$ cat config.mk
export PLATFORM = sky130hd
export DESIGN_NAME = pipe_stage_reg
export DESIGN_NICKNAME = d
export VERILOG_FILES = /design/src/rtl/pipe_pkg.sv /design/src/rtl/pipe_slot.sv /design/src/rtl/pipe_stage_reg.sv
export SDC_FILE = /design/constraint.sdc
export NUM_CORES = 1
export LEC_CHECK = 0
export BUFFER_PORTS_ARGS = -buffer_cell sky130_fd_sc_hd__buf_4
export CORE_MARGIN = 2
export CORE_UTILIZATION = 54
export CTS_BUF_LIST = sky130_fd_sc_hd__clkbuf_16
export DETAILED_ROUTE_END_ITERATION = 10
export GPL_ROUTABILITY_DRIVEN = 0
export HOLD_SLACK_MARGIN = 0.05
export PLACE_DENSITY = 0.82
export SLEW_MARGIN = 20
export SYNTH_ARGS = -nofsm -noshare
export SYNTH_HDL_FRONTEND = slang
export SYNTH_SLANG_ARGS = --single-unit
$ cat constraint.sdc
create_clock -name CLK -period 9.94 [get_ports CLK]
set_clock_uncertainty 0.1 [all_clocks]
set_input_delay 1.988 -clock CLK [delete_from_list [all_inputs] [get_ports CLK]]
set_output_delay 1.988 -clock CLK [all_outputs]
set_load 0.03 [all_outputs]
$ cat src/rtl/pipe_pkg.sv
// Shared definitions for the generic inter-stage pipeline register.
package pipe_pkg;

    // Default field widths used by the CPU datapath instances.
    localparam int CTRL_W_DEF = 8;
    localparam int DATA_W_DEF = 96;
    localparam int CNT_W_DEF  = 16;

    // One stage entry at the default widths: valid flag, control enables
    // (dREN, dWEN, regWr, ...) and the data payload (nPC, ALUOut, ...).
    typedef struct packed {
        logic                  valid;
        logic [CTRL_W_DEF-1:0] ctrl;
        logic [DATA_W_DEF-1:0] data;
    } stage_ent_t;

endpackage

$ cat src/rtl/pipe_slot.sv
// Single valid+ctrl+data holding register with load and flush.
// The control field is forced to zero whenever the held entry is invalid,
// so a bubble can never drive a memory enable or a register write.
module pipe_slot
    import pipe_pkg::*;
#(
    parameter int CTRL_W   = CTRL_W_DEF,
    parameter int DATA_W   = DATA_W_DEF,
    parameter bit CLR_DATA = 1'b0
) (
    input  logic              CLK,
    input  logic              RST,
    input  logic              flush_i,
    input  logic              load_i,
    input  logic              valid_i,
    input  logic [CTRL_W-1:0] ctrl_i,
    input  logic [DATA_W-1:0] data_i,
    output logic              valid_o,
    output logic [CTRL_W-1:0] ctrl_o,
    output logic [DATA_W-1:0] data_o
);

    logic              valid_q, valid_d;
    logic [CTRL_W-1:0] ctrl_q,  ctrl_d;
    logic [DATA_W-1:0] data_q,  data_d;

    // Next-state: flush beats load; an invalid load writes a zero control field.
    always_comb begin
        valid_d = valid_q;
        ctrl_d  = ctrl_q;
        data_d  = data_q;
        if (flush_i) begin
            valid_d = 1'b0;
            ctrl_d  = '0;
            if (CLR_DATA) begin
                data_d = '0;
            end
        end else if (load_i) begin
            valid_d = valid_i;
            ctrl_d  = valid_i ? ctrl_i : '0;
            data_d  = data_i;
        end
    end

    // Slot state register; reset always clears data regardless of CLR_DATA.
    always_ff @(posedge CLK or posedge RST) begin
        if (RST) begin
            valid_q <= 1'b0;
            ctrl_q  <= '0;
            data_q  <= '0;
        end else begin
            valid_q <= valid_d;
            ctrl_q  <= ctrl_d;
            data_q  <= data_d;
        end
    end

    assign valid_o = valid_q;
    assign ctrl_o  = ctrl_q;
    assign data_o  = data_q;

endmodule

$ cat src/rtl/pipe_stage_reg.sv
// Generic pipeline stage register with valid/ready handshake, flush,
// optional skid slot (registered in_ready) and a saturating stall counter.
module pipe_stage_reg
    import pipe_pkg::*;
#(
    parameter int CTRL_W   = CTRL_W_DEF,
    parameter int DATA_W   = DATA_W_DEF,
    parameter bit SKID     = 1'b1,
    parameter bit CLR_DATA = 1'b0,
    parameter int CNT_W    = CNT_W_DEF
) (
    input  logic              CLK,
    input  logic              RST,
    input  logic              flush,
    input  logic              clr_stats,
    input  logic              in_valid,
    output logic              in_ready,
    input  logic [CTRL_W-1:0] in_ctrl,
    input  logic [DATA_W-1:0] in_data,
    output logic              out_valid,
    input  logic              out_ready,
    output logic [CTRL_W-1:0] out_ctrl,
    output logic [DATA_W-1:0] out_data,
    output logic [CNT_W-1:0]  stall_cnt
);

    // Inputs to the main (output-facing) slot, chosen by the mode logic below.
    logic              main_load;
    logic              main_v_in;
    logic [CTRL_W-1:0] main_c_in;
    logic [DATA_W-1:0] main_d_in;

    pipe_slot #(
        .CTRL_W   (CTRL_W),
        .DATA_W   (DATA_W),
        .CLR_DATA (CLR_DATA)
    ) u_main (
        .CLK     (CLK),
        .RST     (RST),
        .flush_i (flush),
        .load_i  (main_load),
        .valid_i (main_v_in),
        .ctrl_i  (main_c_in),
        .data_i  (main_d_in),
        .valid_o (out_valid),
        .ctrl_o  (out_ctrl),
        .data_o  (out_data)
    );

    generate
        if (SKID) begin : g_skid
            logic              skid_valid;
            logic [CTRL_W-1:0] skid_ctrl;
            logic [DATA_W-1:0] skid_data;
            logic              skid_load;
            logic              skid_v_in;
            logic [CTRL_W-1:0] skid_c_in;
            logic [DATA_W-1:0] skid_d_in;
            logic              main_take;

            pipe_slot #(
                .CTRL_W   (CTRL_W),
                .DATA_W   (DATA_W),
                .CLR_DATA (CLR_DATA)
            ) u_skid (
                .CLK     (CLK),
                .RST     (RST),
                .flush_i (flush),
                .load_i  (skid_load),
                .valid_i (skid_v_in),
                .ctrl_i  (skid_c_in),
                .data_i  (skid_d_in),
                .valid_o (skid_valid),
                .ctrl_o  (skid_ctrl),
                .data_o  (skid_data)
            );

            // Skid occupancy alone decides in_ready, so out_ready never
            // reaches in_ready combinationally.
            assign in_ready = ~skid_valid;

            // Main refills when empty or draining, from skid first to keep
            // FIFO order; otherwise an accepted input parks in the skid slot.
            always_comb begin
                main_take = ~out_valid | out_ready;
                main_load = main_take;
                main_v_in = skid_valid ? 1'b1      : in_valid;
                main_c_in = skid_valid ? skid_ctrl : in_ctrl;
                main_d_in = skid_valid ? skid_data : in_data;
                skid_load = 1'b0;
                skid_v_in = 1'b0;
                skid_c_in = '0;
                skid_d_in = skid_data;
                if (main_take) begin
                    // Entry moved to main: empty the skid slot, keep its data.
                    skid_load = skid_valid;
                end else if (in_valid & in_ready) begin
                    skid_load = 1'b1;
                    skid_v_in = 1'b1;
                    skid_c_in = in_ctrl;
                    skid_d_in = in_data;
                end
            end
        end else begin : g_noskid
            // Single slot: accept whenever the held entry is absent or leaving.
            assign in_ready = ~out_valid | out_ready;

            // Capture the input (possibly a bubble) on every ready cycle.
            always_comb begin
                main_load = in_ready;
                main_v_in = in_valid;
                main_c_in = in_ctrl;
                main_d_in = in_data;
            end
        end
    endgenerate

    logic [CNT_W-1:0] stall_cnt_q, stall_cnt_d;

    // Stall statistics: clear wins, otherwise count blocked outputs up to the max.
    always_comb begin
        stall_cnt_d = stall_cnt_q;
        if (clr_stats) begin
            stall_cnt_d = '0;
        end else if (out_valid & ~out_ready & (stall_cnt_q != '1)) begin
            stall_cnt_d = stall_cnt_q + CNT_W'(1);
        end
    end

    // Stall counter register; flush deliberately does not touch it.
    always_ff @(posedge CLK or posedge RST) begin
        if (RST) begin
            stall_cnt_q <= '0;
        end else begin
            stall_cnt_q <= stall_cnt_d;
        end
    end

    assign stall_cnt = stall_cnt_q;

endmodule

Word-level counts from Yosys, hierarchy flattened
Index checks and enable logic that the tools add are counted. W data, S select, Z words.

Word-level logic and storage cells: 43. Output and inout bits: 122. Input bits: 110. Register bits: 226.

Bitwise logic cells: 9. Add/sub/neg operators: 1. Reduce and logical (&&, ||, !) cells: 5. Mux-type cells: 20. Equality and inequality tests: 1.

Operator list (number): $mux W96 (1); $mux W8 (9); $mux W16 (2); $add A16 B1 Y16 const B (1); $ne A16 B16 Y1 const B (1); $mux W1 (8); $reduce_bool A2 Y1 (3); $not A1 Y1 (5); $reduce_and A4 Y1 (1); $and A1 B1 Y1 (3); $reduce_and A2 Y1 (1); $or A1 B1 Y1 (1).

Depth between registers and ports, before layout
Gate-level depths: netlist of the first run.

Word-level depth: 7. Depth in mapped cells: 8.

Hierarchy
A second synthesis of the first run with hierarchy kept.

Cells, all modules: 794. Area total of the unflattened synthesis: 11567.3 µm².

By module, submodules not included: pipe_slot (area each 4120.2 µm², cells each 231, times used 2); pipe_stage_reg (area each 3326.9 µm², cells each 332, times used 1).

Worst setup path after synthesis of the first run
Ideal clock, no wire load.

Path type: input-to-reg. Start: input port out_ready. End: register g_skid.u_skid.data_q[10], in the netlist g_skid.u_skid.data_o[10]. Data required time: 9715 ps. Data arrival time: 3199 ps. Setup time: 125 ps. Path slack: 6516 ps. Stages: 6. Cell sequence: nand2b_1 -> buf_2 -> nor3b_2 -> buf_2 -> buf_4 -> mux2_2.

Word-level cells in the longest chain between the ends: 3. Elaborated cells between the ends (all ways): 4.

Ends and longest elaborated chain: start: declaration (line pipe_stage_reg.sv:21) `input logic out_ready,`; $or A1 B1 Y1 (*) (line pipe_stage_reg.sv:85) `main_take = ~out_valid | out_ready;`; $mux W1 or $not A1 Y1 (tied branches); $reduce_and A4 Y1 (no line) (*); end signal: assignment (line pipe_slot.sv:54) `data_q <= data_d;`; end: declaration (line pipe_slot.sv:25) `logic [DATA_W-1:0] data_q, data_d;`.

Mark *: on every way between the ends. The rest lies on a longest branch, timed or not. A chain may end at the register's enable or synchronous reset.

Final worst setup path of the first run
Start: input port out_ready. End: register g_skid.u_skid.data_q[23], in the netlist g_skid.u_skid.data_o[23].

Same word-level chain as after synthesis.

==> results of run 1 <==
## metal layers
| metal | vias up | track usage, % | wire [um] |
|---|---|---|---|
| met5 | - | 0 | 0 |
| met4 | 0 | 7.45 | 656 |
| met3 | 42 | 6.62 | 1670 |
| met2 | 189 | 38.2 | 10500 |
| met1 | 3263 | 28.6 | 8620 |
| li1 | 3223 | - | - |
## critical path: cells and delay by family
| family | cells | cell delay [ns] |
|---|---|---|
| buf+inv | 3 | 1.33 |
| mux | 1 | 0.42 |
| simple gates | 2 | 1.22 |
## layout make-up
type                            count  area, sq um
Fill cell                        1270         5180
Timing Repair Buffer              237         1780
Inverter                            3         23.8
Sequential cell                   226         5660
Multi-Input combinational cell    509         3720
Clock inverter                     16         87.6
Clock buffer                       25          626
Tap cell                          225          282
## power by group
group          switching, uW  internal [uW]  total, uW
sequential              80.0           1070       1150
clock                    343            474        817
combinational            233            200        433
total                    656           1750       2400
## stage by stage
stage / area, sq um / power (uW) / hold WS (ns) / worst slack (ns)
3_5_place_dp: 11500 / 1610 / 0.371 / 4.62
2_1_floorplan: 9650 / 1430 / 0.374 / 1.66
5_1_grt: 12200 / 2510 / 0.405 / 4.97
4_1_cts: 12200 / 2430 / 0.384 / 5.16
6_report: 12200 / 2400 / 0.376 / 5.19
3_3_place_gp: 11500 / 1580 / 0.362 / 4.66
## worst max-delay path by stage
stage / start / cells after the start / end / slack (ns)
2_1_floorplan: RST / 1 / g_skid.u_skid.ctrl_o[0] / 1.66
3_3_place_gp: out_ready / 6 / g_skid.u_skid.data_o[25] / 4.66
3_5_place_dp: out_ready / 6 / g_skid.u_skid.data_o[22] / 4.62
4_1_cts: out_ready / 6 / g_skid.u_skid.data_o[23] / 5.16
5_1_grt: out_ready / 6 / g_skid.u_skid.data_o[23] / 4.97
6_report: out_ready / 6 / g_skid.u_skid.data_o[23] / 5.19
## cell usage after synthesis (all sizes together)
library cell	instances
a211oi	9
and4	2
o21ai	98
and3	9
ha	1
nor4	3
mux2	99
inv	3
a22oi	1
buf	34
o21a	1
nor3	9
nor2	17
nor3b	1
nand2b	4
clkbuf	19
nand2	100
nand4	5
o31ai	9
nor4b	1
nor2b	5
nand3b	1
or4	9
nand3	6
or3	2
dfrtp	226
mux2i	97
a21oi	13
a22o	7
## cell families after synthesis
family                   Yosys count
AND/OR/NAND/NOR                  174
buffers and inverters             56
AO/OA/AOI/OAI                    138
multiplexers                     196
adder cells (fa/ha/maj)            1
flip-flops                       226
## registers in the layout, summed over array words and instances, names as in the netlist
register	count
g_skid.u_skid.data_o	96
u_main.data_o	96
stall_cnt	16
g_skid.u_skid.ctrl_o	8
u_main.ctrl_o	8
g_skid.u_skid.valid_o	1
u_main.valid_o	1
==> flow_results.xml, run 1 <==
<?xml version="1.0" encoding="UTF-8"?>
<metrics>
  <group name="timing">
    <metric name="slew_headroom" unit="%">37.5</metric>
    <metric name="fmax" unit="MHz">211</metric>
    <metric name="report.final.hold_viol_count" unit="">0</metric>
    <metric name="grt_setup_unrepaired" unit="">no</metric>
    <metric name="setup_total_negative_slack" unit="ns">0</metric>
    <metric name="min_period_over_period" unit="%">47.8</metric>
    <metric name="fin_crit" unit="ns">4.75</metric>
    <metric name="tightest_slew" unit="ns">0.931</metric>
    <metric name="report.final.setup_viol" unit="">0</metric>
    <metric name="timing_max_transition_violations_final" unit="">0</metric>
  </group>
  <group name="worst_setup_path">
    <metric name="timing.critical_path.cells" unit="">buf_4 -&gt; nand2b_1 -&gt; nor3b_4 -&gt; buf_4 -&gt; buf_4 -&gt; mux2_2</metric>
    <metric name="timing.critical_path.slowest_cell_delay" unit="ns">0.75</metric>
    <metric name="critical-path-top-cell-by-count" unit="">buf_4</metric>
    <metric name="worstReg2RegStart" unit="">g_skid.u_skid.valid_o</metric>
    <metric name="crit-reg2reg-capture" unit="">g_skid.u_skid.data_o[23]</metric>
    <metric name="cp-start-kind" unit="">input pin</metric>
    <metric name="rrSetupSlack" unit="ns">6.05</metric>
    <metric name="worst_r2r_path_depth" unit="">6</metric>
    <metric name="crit_fanout" unit="">54</metric>
    <metric name="worst_ep_arrival_time" unit="ns">5.03</metric>
    <metric name="timing.critical_path.slowest_stage_cell" unit="">nor3b_4</metric>
    <metric name="endpoint_kind" unit="">flip-flop</metric>
    <metric name="path_class" unit="">in2reg</metric>
    <metric name="critical_path_required" unit="ns">10.22</metric>
  </group>
  <group name="yosys">
    <metric name="simple_gate_share_of_the_synthesized_area" unit="%">8.73</metric>
    <metric name="synth-compound-area-share" unit="%">7.95</metric>
    <metric name="xor_and_xnor_fraction_of_the_mapped_netlist_area" unit="%">0</metric>
    <metric name="postSynthNetCount" unit="">902</metric>
    <metric name="synth.yosys.seq_area_share" unit="%">58.6</metric>
    <metric name="synth_top_family_by_area" unit="">multiplexers</metric>
    <metric name="netlist_top_cells_area" unit="">dfrtp_1 (59%), mux2_2 (12%), mux2i_1 (10%)</metric>
    <metric name="syn_inst" unit="">791</metric>
    <metric name="postSynthAreaPerCell" unit="sq um">12.2</metric>
    <metric name="post-synth-top-area-cell" unit="">dfrtp_1</metric>
    <metric name="syn-cell-area" unit="sq um">9650</metric>
    <metric name="synth_adder_area_share" unit="%">0.130</metric>
    <metric name="synth_warn" unit="">0</metric>
    <metric name="synth-seq-cells" unit="">226</metric>
    <metric name="synth_largest_type_area_fraction" unit="%">58.6</metric>
    <metric name="yosys.cell_types.count" unit="">35</metric>
    <metric name="muxShareOfSynthArea" unit="%">21.6</metric>
  </group>
  <group name="die">
    <metric name="core_box_area" unit="sq um">17400</metric>
    <metric name="row_count" unit="">48</metric>
    <metric name="fp.dieArea" unit="sq um">18900</metric>
    <metric name="die_y" unit="um">138</metric>
    <metric name="die_w" unit="um">138</metric>
    <metric name="initial_utilization" unit="%">55.6</metric>
    <metric name="boundaryPins" unit="">232</metric>
  </group>
  <group name="clocking">
    <metric name="clk_pin_slew" unit="ns">0.06</metric>
    <metric name="cts.sink_count" unit="">226</metric>
    <metric name="cts-hold-fix-buffers" unit="">0</metric>
    <metric name="post_cts_resized" unit="">0</metric>
    <metric name="numCtsBuffers" unit="">24</metric>
    <metric name="h-tree-depth" unit="">1</metric>
    <metric name="clkLatencyLatePin" unit="ns">0.50</metric>
    <metric name="cts_tree" unit="">built</metric>
    <metric name="cts-root-buf" unit="">clkbuf_16</metric>
    <metric name="cts_post_setup_buffers_inserted" unit="">0</metric>
    <metric name="max-clock-path-buffers" unit="">3</metric>
  </group>
  <group name="global_routing">
    <metric name="first_global_vias" unit="">6852</metric>
    <metric name="grt_usage" unit="%">22.8</metric>
    <metric name="grt_overflow" unit="">0</metric>
    <metric name="grt_max_degree" unit="">155</metric>
    <metric name="antenna_found_initial" unit="">0</metric>
    <metric name="grt_first_pass_wirelength" unit="mm">34.3</metric>
  </group>
  <group name="hold_path">
    <metric name="min-delay-start" unit="">u_main.data_o[26]</metric>
    <metric name="hold-path-cell-count" unit="">2</metric>
    <metric name="hp-class" unit="">reg2reg</metric>
    <metric name="timing.hold.worst_endpoint" unit="">u_main.data_o[26]</metric>
  </group>
  <group name="drt">
    <metric name="drtPass1Iterations" unit="">4</metric>
    <metric name="remaining_drc_errors" unit="">0</metric>
    <metric name="route.vias.total" unit="">6717</metric>
    <metric name="antenna_violating_nets_post_route" unit="">0</metric>
    <metric name="route.detailed.vias_per_inst" unit="">5.41</metric>
    <metric name="first_iter_violations" unit="">367</metric>
    <metric name="post_drt_wl_per_cell" unit="um">17.3</metric>
    <metric name="routed_wirelength" unit="mm">21.4</metric>
  </group>
  <group name="layout">
    <metric name="n_antenna_cell" unit="">0</metric>
    <metric name="most-common-layout-cells" unit="">buf_4 (237), dfrtp_1 (225), nand2_1 (100), mux2_2 (99), o21ai_0 (98)</metric>
    <metric name="fin_nets" unit="">1112</metric>
    <metric name="post_layout_nonfiller_instances" unit="">1241</metric>
    <metric name="most_common_library_cell_in_the_layout_ignoring_fill_and_taps" unit="">buf_4</metric>
    <metric name="flow.area_growth_from_synthesis" unit="%">26.2</metric>
    <metric name="drive_above_1_share" unit="%">36.5</metric>
    <metric name="post-route-util" unit="%">70.2</metric>
  </group>
  <group name="placement">
    <metric name="port_buffers" unit="">231</metric>
    <metric name="place_hpwl" unit="mm">14.3</metric>
    <metric name="dpl.cell_count" unit="">1200</metric>
  </group>
  <group name="power">
    <metric name="power_leakage" unit="uW">0.00555</metric>
    <metric name="vdd_ir_drop_max" unit="uV">141</metric>
    <metric name="pwr_density_cell" unit="nW/um^2">197</metric>
  </group>
  <group name="run_status">
    <metric name="outcome" unit="">completed</metric>
  </group>
  <group name="job">
    <metric name="max_cap_violations" unit="">0</metric>
  </group>
</metrics>
Power figures use the tool's default switching activity.
==> run 2: changes to the inputs <==
- clock period: 9.94 -> 4.8 ns (I/O delays scaled with it)
==> run 2 against run 1 <==
Via count rose by 0.70%. Critical path depth decreased by 1. Setup slack got worse by 3.4 ns. Final cell count is 0.24% higher. Die area is the same. Sequential power is 110% higher. Non-clock buffer count is 4 higher. Utilization is 0.17 points higher. Sequential cell count unchanged. Highest routed layer unchanged.
==> flow_results.xml, run 2 (synthesized netlist as in run 1, its figures left out) <==
<?xml version="1.0" encoding="UTF-8"?>
<metrics>
  <group name="drt">
    <metric name="antenna_violating_nets_post_route" unit="">0</metric>
    <metric name="routed_wirelength" unit="mm">21.3</metric>
    <metric name="remaining_drc_errors" unit="">0</metric>
    <metric name="post_drt_wl_per_cell" unit="um">17.1</metric>
    <metric name="first_iter_violations" unit="">294</metric>
    <metric name="route.detailed.vias_per_inst" unit="">5.44</metric>
    <metric name="drtPass1Iterations" unit="">5</metric>
    <metric name="route.vias.total" unit="">6764</metric>
  </group>
  <group name="worst_setup_path">
    <metric name="rrSetupSlack" unit="ns">1.92</metric>
    <metric name="timing.critical_path.cells" unit="">buf_4 -&gt; nand2b_1 -&gt; nor3b_4 -&gt; buf_12 -&gt; mux2_2</metric>
    <metric name="critical_path_required" unit="ns">5.08</metric>
    <metric name="cp-start-kind" unit="">input pin</metric>
    <metric name="timing.critical_path.slowest_cell_delay" unit="ns">0.80</metric>
    <metric name="endpoint_kind" unit="">flip-flop</metric>
    <metric name="crit-reg2reg-capture" unit="">g_skid.u_skid.ctrl_o[2]</metric>
    <metric name="crit_fanout" unit="">73</metric>
    <metric name="worst_r2r_path_depth" unit="">4</metric>
    <metric name="path_class" unit="">in2reg</metric>
    <metric name="worstReg2RegStart" unit="">g_skid.u_skid.valid_o</metric>
    <metric name="timing.critical_path.slowest_stage_cell" unit="">nor3b_4</metric>
    <metric name="worst_ep_arrival_time" unit="ns">3.25</metric>
    <metric name="worstSetupStartpoint" unit="">out_ready</metric>
  </group>
  <group name="hold_path">
    <metric name="hp-class" unit="">reg2reg</metric>
    <metric name="min-delay-start" unit="">u_main.data_o[16]</metric>
    <metric name="hold-path-cell-count" unit="">2</metric>
    <metric name="timing.hold.worst_endpoint" unit="">u_main.data_o[16]</metric>
  </group>
  <group name="placement">
    <metric name="port_buffers" unit="">231</metric>
    <metric name="place_hpwl" unit="mm">14.2</metric>
  </group>
  <group name="global_routing">
    <metric name="grt_max_degree" unit="">133</metric>
    <metric name="grt_overflow" unit="">0</metric>
    <metric name="grt_first_pass_wirelength" unit="mm">34.1</metric>
    <metric name="first_global_vias" unit="">6872</metric>
    <metric name="grt_usage" unit="%">22.6</metric>
    <metric name="antenna_found_initial" unit="">0</metric>
  </group>
  <group name="timing">
    <metric name="tightest_slew" unit="ns">0.917</metric>
    <metric name="min_hold_slack" unit="ns">0.377</metric>
    <metric name="fmax" unit="MHz">336</metric>
    <metric name="min_period_over_period" unit="%">61.9</metric>
    <metric name="setup_total_negative_slack" unit="ns">0</metric>
    <metric name="report.final.hold_viol_count" unit="">0</metric>
    <metric name="slew_headroom" unit="%">38.5</metric>
    <metric name="grt_setup_unrepaired" unit="">no</metric>
    <metric name="report.final.setup_viol" unit="">0</metric>
    <metric name="timing_max_transition_violations_final" unit="">0</metric>
    <metric name="fin_crit" unit="ns">2.97</metric>
  </group>
  <group name="layout">
    <metric name="most-common-layout-cells" unit="">buf_4 (237), dfrtp_1 (225), nand2_1 (100), mux2_2 (99), o21ai_0 (98)</metric>
    <metric name="n_antenna_cell" unit="">0</metric>
    <metric name="most_common_library_cell_in_the_layout_ignoring_fill_and_taps" unit="">buf_4</metric>
    <metric name="fin_nets" unit="">1115</metric>
    <metric name="flow.area_growth_from_synthesis" unit="%">26.6</metric>
    <metric name="drive_above_1_share" unit="%">37.0</metric>
  </group>
  <group name="power">
    <metric name="vdd_ir_drop_max" unit="uV">334</metric>
    <metric name="pwr_density_cell" unit="nW/um^2">402</metric>
    <metric name="power_leakage" unit="uW">0.00555</metric>
  </group>
  <group name="clocking">
    <metric name="cts_tree" unit="">built</metric>
    <metric name="numCtsBuffers" unit="">23</metric>
    <metric name="post_cts_resized" unit="">0</metric>
    <metric name="cts.sink_count" unit="">226</metric>
    <metric name="cts-hold-fix-buffers" unit="">0</metric>
    <metric name="cts_post_setup_buffers_inserted" unit="">0</metric>
    <metric name="max-clock-path-buffers" unit="">3</metric>
    <metric name="clk_pin_slew" unit="ns">0.06</metric>
    <metric name="clkLatencyLatePin" unit="ns">0.50</metric>
    <metric name="h-tree-depth" unit="">1</metric>
    <metric name="cts-root-buf" unit="">clkbuf_16</metric>
  </group>
  <group name="die">
    <metric name="row_count" unit="">48</metric>
    <metric name="initial_utilization" unit="%">55.6</metric>
    <metric name="core_box_area" unit="sq um">17400</metric>
    <metric name="die_w" unit="um">138</metric>
    <metric name="boundaryPins" unit="">232</metric>
    <metric name="die_y" unit="um">138</metric>
    <metric name="fp.dieArea" unit="sq um">18900</metric>
  </group>
  <group name="job">
    <metric name="max_cap_violations" unit="">0</metric>
  </group>
  <group name="run_status">
    <metric name="outcome" unit="">completed</metric>
  </group>
</metrics>
-- run 2: changes by cell type in the layout (fill, tap and decap cells not counted) --
| cell | before | now |
|---|---|---|
| clkinvlp_4 | 0 | 1 |
| buf_12 | 0 | 4 |
| clkinv_1 | 5 | 4 |
| clkinv_8 | 1 | 0 |
| clkinv_2 | 1 | 5 |
| inv_1 | 11 | 9 |
| clkbuf_16 | 25 | 23 |
-- run 2: worst max-delay path by stage --
| stage | slack [ns] | cells past startpoint | to |
|---|---|---|---|
| finish | 1.83 | 5 | g_skid.u_skid.data_o[58] |
| global route | 1.68 | 5 | g_skid.u_skid.data_o[66] |
| CTS | 1.84 | 2 | in_ready |
| detailed placement | 1.33 | 5 | g_skid.u_skid.data_o[40] |
| global placement | 1.38 | 5 | g_skid.u_skid.data_o[41] |
| floorplan | 0.79 | 1 | g_skid.u_skid.ctrl_o[0] |
-- run 2: stage by stage --
stage	setup WS (ns)	utilization (%)	total power, uW	area (sq um)	instances
after global routing	1.68	70.3	5140	12200	1244
after detailed placement	1.33	66.3	3330	11500	1203
after global placement	1.38	66.3	3280	11500	1203
after floorplan	0.788	-	2960	9650	791
after CTS	1.84	70.2	4960	12200	1243
final	1.83	70.3	4910	12200	1244
-- run 2: routing by layer --
layer | vias up | global-route usage (%) | wire length (um)
met5 | - | 0 | 0
met4 | 0 | 8.19 | 697
met2 | 201 | 36.7 | 9980
met1 | 3291 | 28.7 | 8740
met3 | 45 | 7.14 | 1900
li1 | 3227 | - | -
-- run 2: final cells by class --
class                           count  area, sq um
Clock inverter                     17         96.3
Fill cell                        1257         5150
Tap cell                          225          282
Sequential cell                   226         5660
Clock buffer                       23          576
Inverter                            3         15.0
Multi-Input combinational cell    509         3720
Timing Repair Buffer              241         1860
-- run 2: report_power, final --
group / internal [uW] / switching (uW)
combinational: 422 / 481
sequential: 2220 / 167
clock: 917 / 707
-- run 2: critical path, delay by kind of cell --
family | cells | cell delay (ns)
and+or+nand+nor | 2 | 1.29
buffers and inverters | 2 | 0.56
muxes | 1 | 0.39
==> run 3: changes to the inputs <==
- clock period: 4.8 -> 2.85 ns (I/O delays scaled with it)
==> run 3 against run 2 <==
Sequential power increased by 69%. Critical path depth is 3 lower. Wire length up 0.53%. Hold slack got worse by 0.19 ns. Design area is 0.33% higher. Sequential share of layout area shrank 0.15 points. Global-route usage is essentially flat. First-iteration DRC count down 13%. Non-clock buffer count is 3 higher. Register-to-register slack worse by 1.2 ns. Via count up 0.84%. Total power up 68%. Critical path type is now reg2out. Critical endpoint is now in_ready.
==> flow_results.xml, run 3 (synthesized netlist as in run 1, its figures left out) <==
<?xml version="1.0" encoding="UTF-8"?>
<metrics>
  <group name="drt">
    <metric name="route.detailed.vias_per_inst" unit="">5.47</metric>
    <metric name="first_iter_violations" unit="">256</metric>
    <metric name="remaining_drc_errors" unit="">0</metric>
    <metric name="route.vias.total" unit="">6821</metric>
    <metric name="antenna_violating_nets_post_route" unit="">0</metric>
    <metric name="routed_wirelength" unit="mm">21.4</metric>
    <metric name="post_drt_wl_per_cell" unit="um">17.2</metric>
    <metric name="drtPass1Iterations" unit="">4</metric>
  </group>
  <group name="global_routing">
    <metric name="met1_usage" unit="%">28.7</metric>
    <metric name="fraction_of_met2_tracks_used_by_global_routing" unit="%">37.0</metric>
    <metric name="first_global_vias" unit="">6793</metric>
    <metric name="grt_usage" unit="%">22.6</metric>
    <metric name="grt_overflow" unit="">0</metric>
    <metric name="met3_global_route_usage" unit="%">6.62</metric>
    <metric name="antenna_found_initial" unit="">0</metric>
    <metric name="grt_max_degree" unit="">127</metric>
    <metric name="gr-max-usage-layer" unit="">met2</metric>
    <metric name="grt_first_pass_wirelength" unit="mm">34.1</metric>
  </group>
  <group name="timing">
    <metric name="min_period_over_period" unit="%">81.7</metric>
    <metric name="slew_headroom" unit="%">38.0</metric>
    <metric name="fmax" unit="MHz">429</metric>
    <metric name="grt_setup_unrepaired" unit="">no</metric>
    <metric name="timing_max_transition_violations_final" unit="">0</metric>
    <metric name="min_hold_slack" unit="ns">0.185</metric>
    <metric name="fin_crit" unit="ns">2.33</metric>
    <metric name="tightest_slew" unit="ns">0.925</metric>
    <metric name="report.final.setup_viol" unit="">0</metric>
    <metric name="report.final.hold_viol_count" unit="">0</metric>
  </group>
  <group name="layout">
    <metric name="filler_cell_count" unit="">1241</metric>
    <metric name="most-common-layout-cells" unit="">buf_4 (238), dfrtp_1 (225), nand2_1 (100), mux2_2 (99), o21ai_0 (98)</metric>
    <metric name="n_antenna_cell" unit="">0</metric>
    <metric name="flow.area_growth_from_synthesis" unit="%">27.0</metric>
    <metric name="drive_above_1_share" unit="%">37.1</metric>
    <metric name="most_common_library_cell_in_the_layout_ignoring_fill_and_taps" unit="">buf_4</metric>
    <metric name="fin_nets" unit="">1119</metric>
    <metric name="post-route-util" unit="%">70.6</metric>
  </group>
  <group name="clocking">
    <metric name="h-tree-depth" unit="">1</metric>
    <metric name="cts.sink_count" unit="">226</metric>
    <metric name="max-clock-path-buffers" unit="">3</metric>
    <metric name="cts_tree" unit="">built</metric>
    <metric name="clk_pin_slew" unit="ns">0.06</metric>
    <metric name="post_cts_resized" unit="">0</metric>
    <metric name="numCtsBuffers" unit="">24</metric>
    <metric name="cts-root-buf" unit="">clkbuf_16</metric>
    <metric name="clkLatencyLatePin" unit="ns">0.51</metric>
  </group>
  <group name="die">
    <metric name="row_count" unit="">48</metric>
    <metric name="die_y" unit="um">138</metric>
    <metric name="initial_utilization" unit="%">55.6</metric>
    <metric name="die_w" unit="um">138</metric>
    <metric name="fp.dieArea" unit="sq um">18900</metric>
    <metric name="boundaryPins" unit="">232</metric>
    <metric name="core_box_area" unit="sq um">17400</metric>
  </group>
  <group name="power">
    <metric name="power_leakage" unit="uW">0.00557</metric>
    <metric name="pwr_density_cell" unit="nW/um^2">674</metric>
    <metric name="fin_total_pwr" unit="uW">8250</metric>
    <metric name="vdd_ir_drop_max" unit="uV">575</metric>
  </group>
  <group name="run_status">
    <metric name="outcome" unit="">completed</metric>
  </group>
  <group name="worst_setup_path">
    <metric name="cp-start-kind" unit="">flip-flop</metric>
    <metric name="critical_path_required" unit="ns">2.18</metric>
    <metric name="crit_fanout" unit="">25</metric>
    <metric name="path_class" unit="">reg2out</metric>
    <metric name="endpoint_kind" unit="">output port</metric>
    <metric name="rrSetupSlack" unit="ns">0.70</metric>
    <metric name="worst_ep_arrival_time" unit="ns">1.66</metric>
    <metric name="worst_r2r_path_depth" unit="">5</metric>
  </group>
  <group name="placement">
    <metric name="port_buffers" unit="">231</metric>
    <metric name="place_hpwl" unit="mm">14.6</metric>
  </group>
  <group name="hold_path">
    <metric name="hp-class" unit="">in2reg</metric>
    <metric name="hold-path-cell-count" unit="">2</metric>
  </group>
  <group name="job">
    <metric name="max_cap_violations" unit="">0</metric>
  </group>
</metrics>
## run 3: cell types whose count changed in the layout (fill, tap and decap cells not counted)
cell,change
buf_12,+1
buf_4,+1
bufinv_16,-1
clkbuf_16,+1
clkinv_2,-1
clkinv_8,+1
dlygate4sd3_1,+1
inv_1,-1
## run 3: where the power goes
group | internal (uW) | switching (uW) | total, uW | leakage, uW
clock | 1510 | 1200 | 2710 | 0.000357
sequential | 3740 | 279 | 4020 | 0.00281
combinational | 712 | 811 | 1520 | 0.00239
## run 3: cell type report
cell class / count / area (sq um) / area share (%)
inverter: 3 / 15.0 / 0.123
timing repair buffer: 244 / 1900 / 15.5
sequential: 226 / 5660 / 46.2
clock buffer: 24 / 601 / 4.90
multi-input combinational: 509 / 3720 / 30.4
tap: 225 / 282 / 2.30
clock inverter: 15 / 73.8 / 0.603
## run 3: critical path, stage by stage (launching register included)
cell     delay (ns)
dfrtp_4        0.64
inv_1          0.28
buf_4          0.23
## run 3: per-layer routing
metal / routed length (um) / part of all wire [%]
met1: 8760 / 41
met2: 10100 / 47
met3: 1690 / 7.9
met4: 852 / 4.0
met5: 0 / 0
## run 3: path summary, 6_finish.rpt
| kind | end | startpoint |
|---|---|---|
| worst max-delay path | in_ready | g_skid.u_skid.valid_o |
| worst min-delay path | g_skid.u_skid.ctrl_o[3] | in_ctrl[3] |
| worst max register to register | stall_cnt[3] | stall_cnt[0] |
| worst min register to register | u_main.data_o[18] | u_main.data_o[18] |
| max in group asynchronous | u_main.data_o[66] | RST |
| min in group asynchronous | u_main.data_o[90] | RST |
## run 3: per-stage QoR
| stage | TNS [ns] | cells | instance area (sq um) | worst slack (ns) |
|---|---|---|---|---|
| finish | 0 | 1246 | 12200 | 0.520 |
| global route | 0 | 1246 | 12200 | 0.489 |
| CTS | 0 | 1246 | 12200 | 0.523 |
| detailed placement | 0 | 1206 | 11600 | 0.525 |
| global placement | 0 | 1206 | 11600 | 0.616 |
| floorplan | -174.47 | 791 | 9650 | -0.772 |
## run 3: repair_timing
item	4_1_cts	5_1_grt
hold endpoints to repair	2	0
setup buffers	0	0
hold buffers	1	0
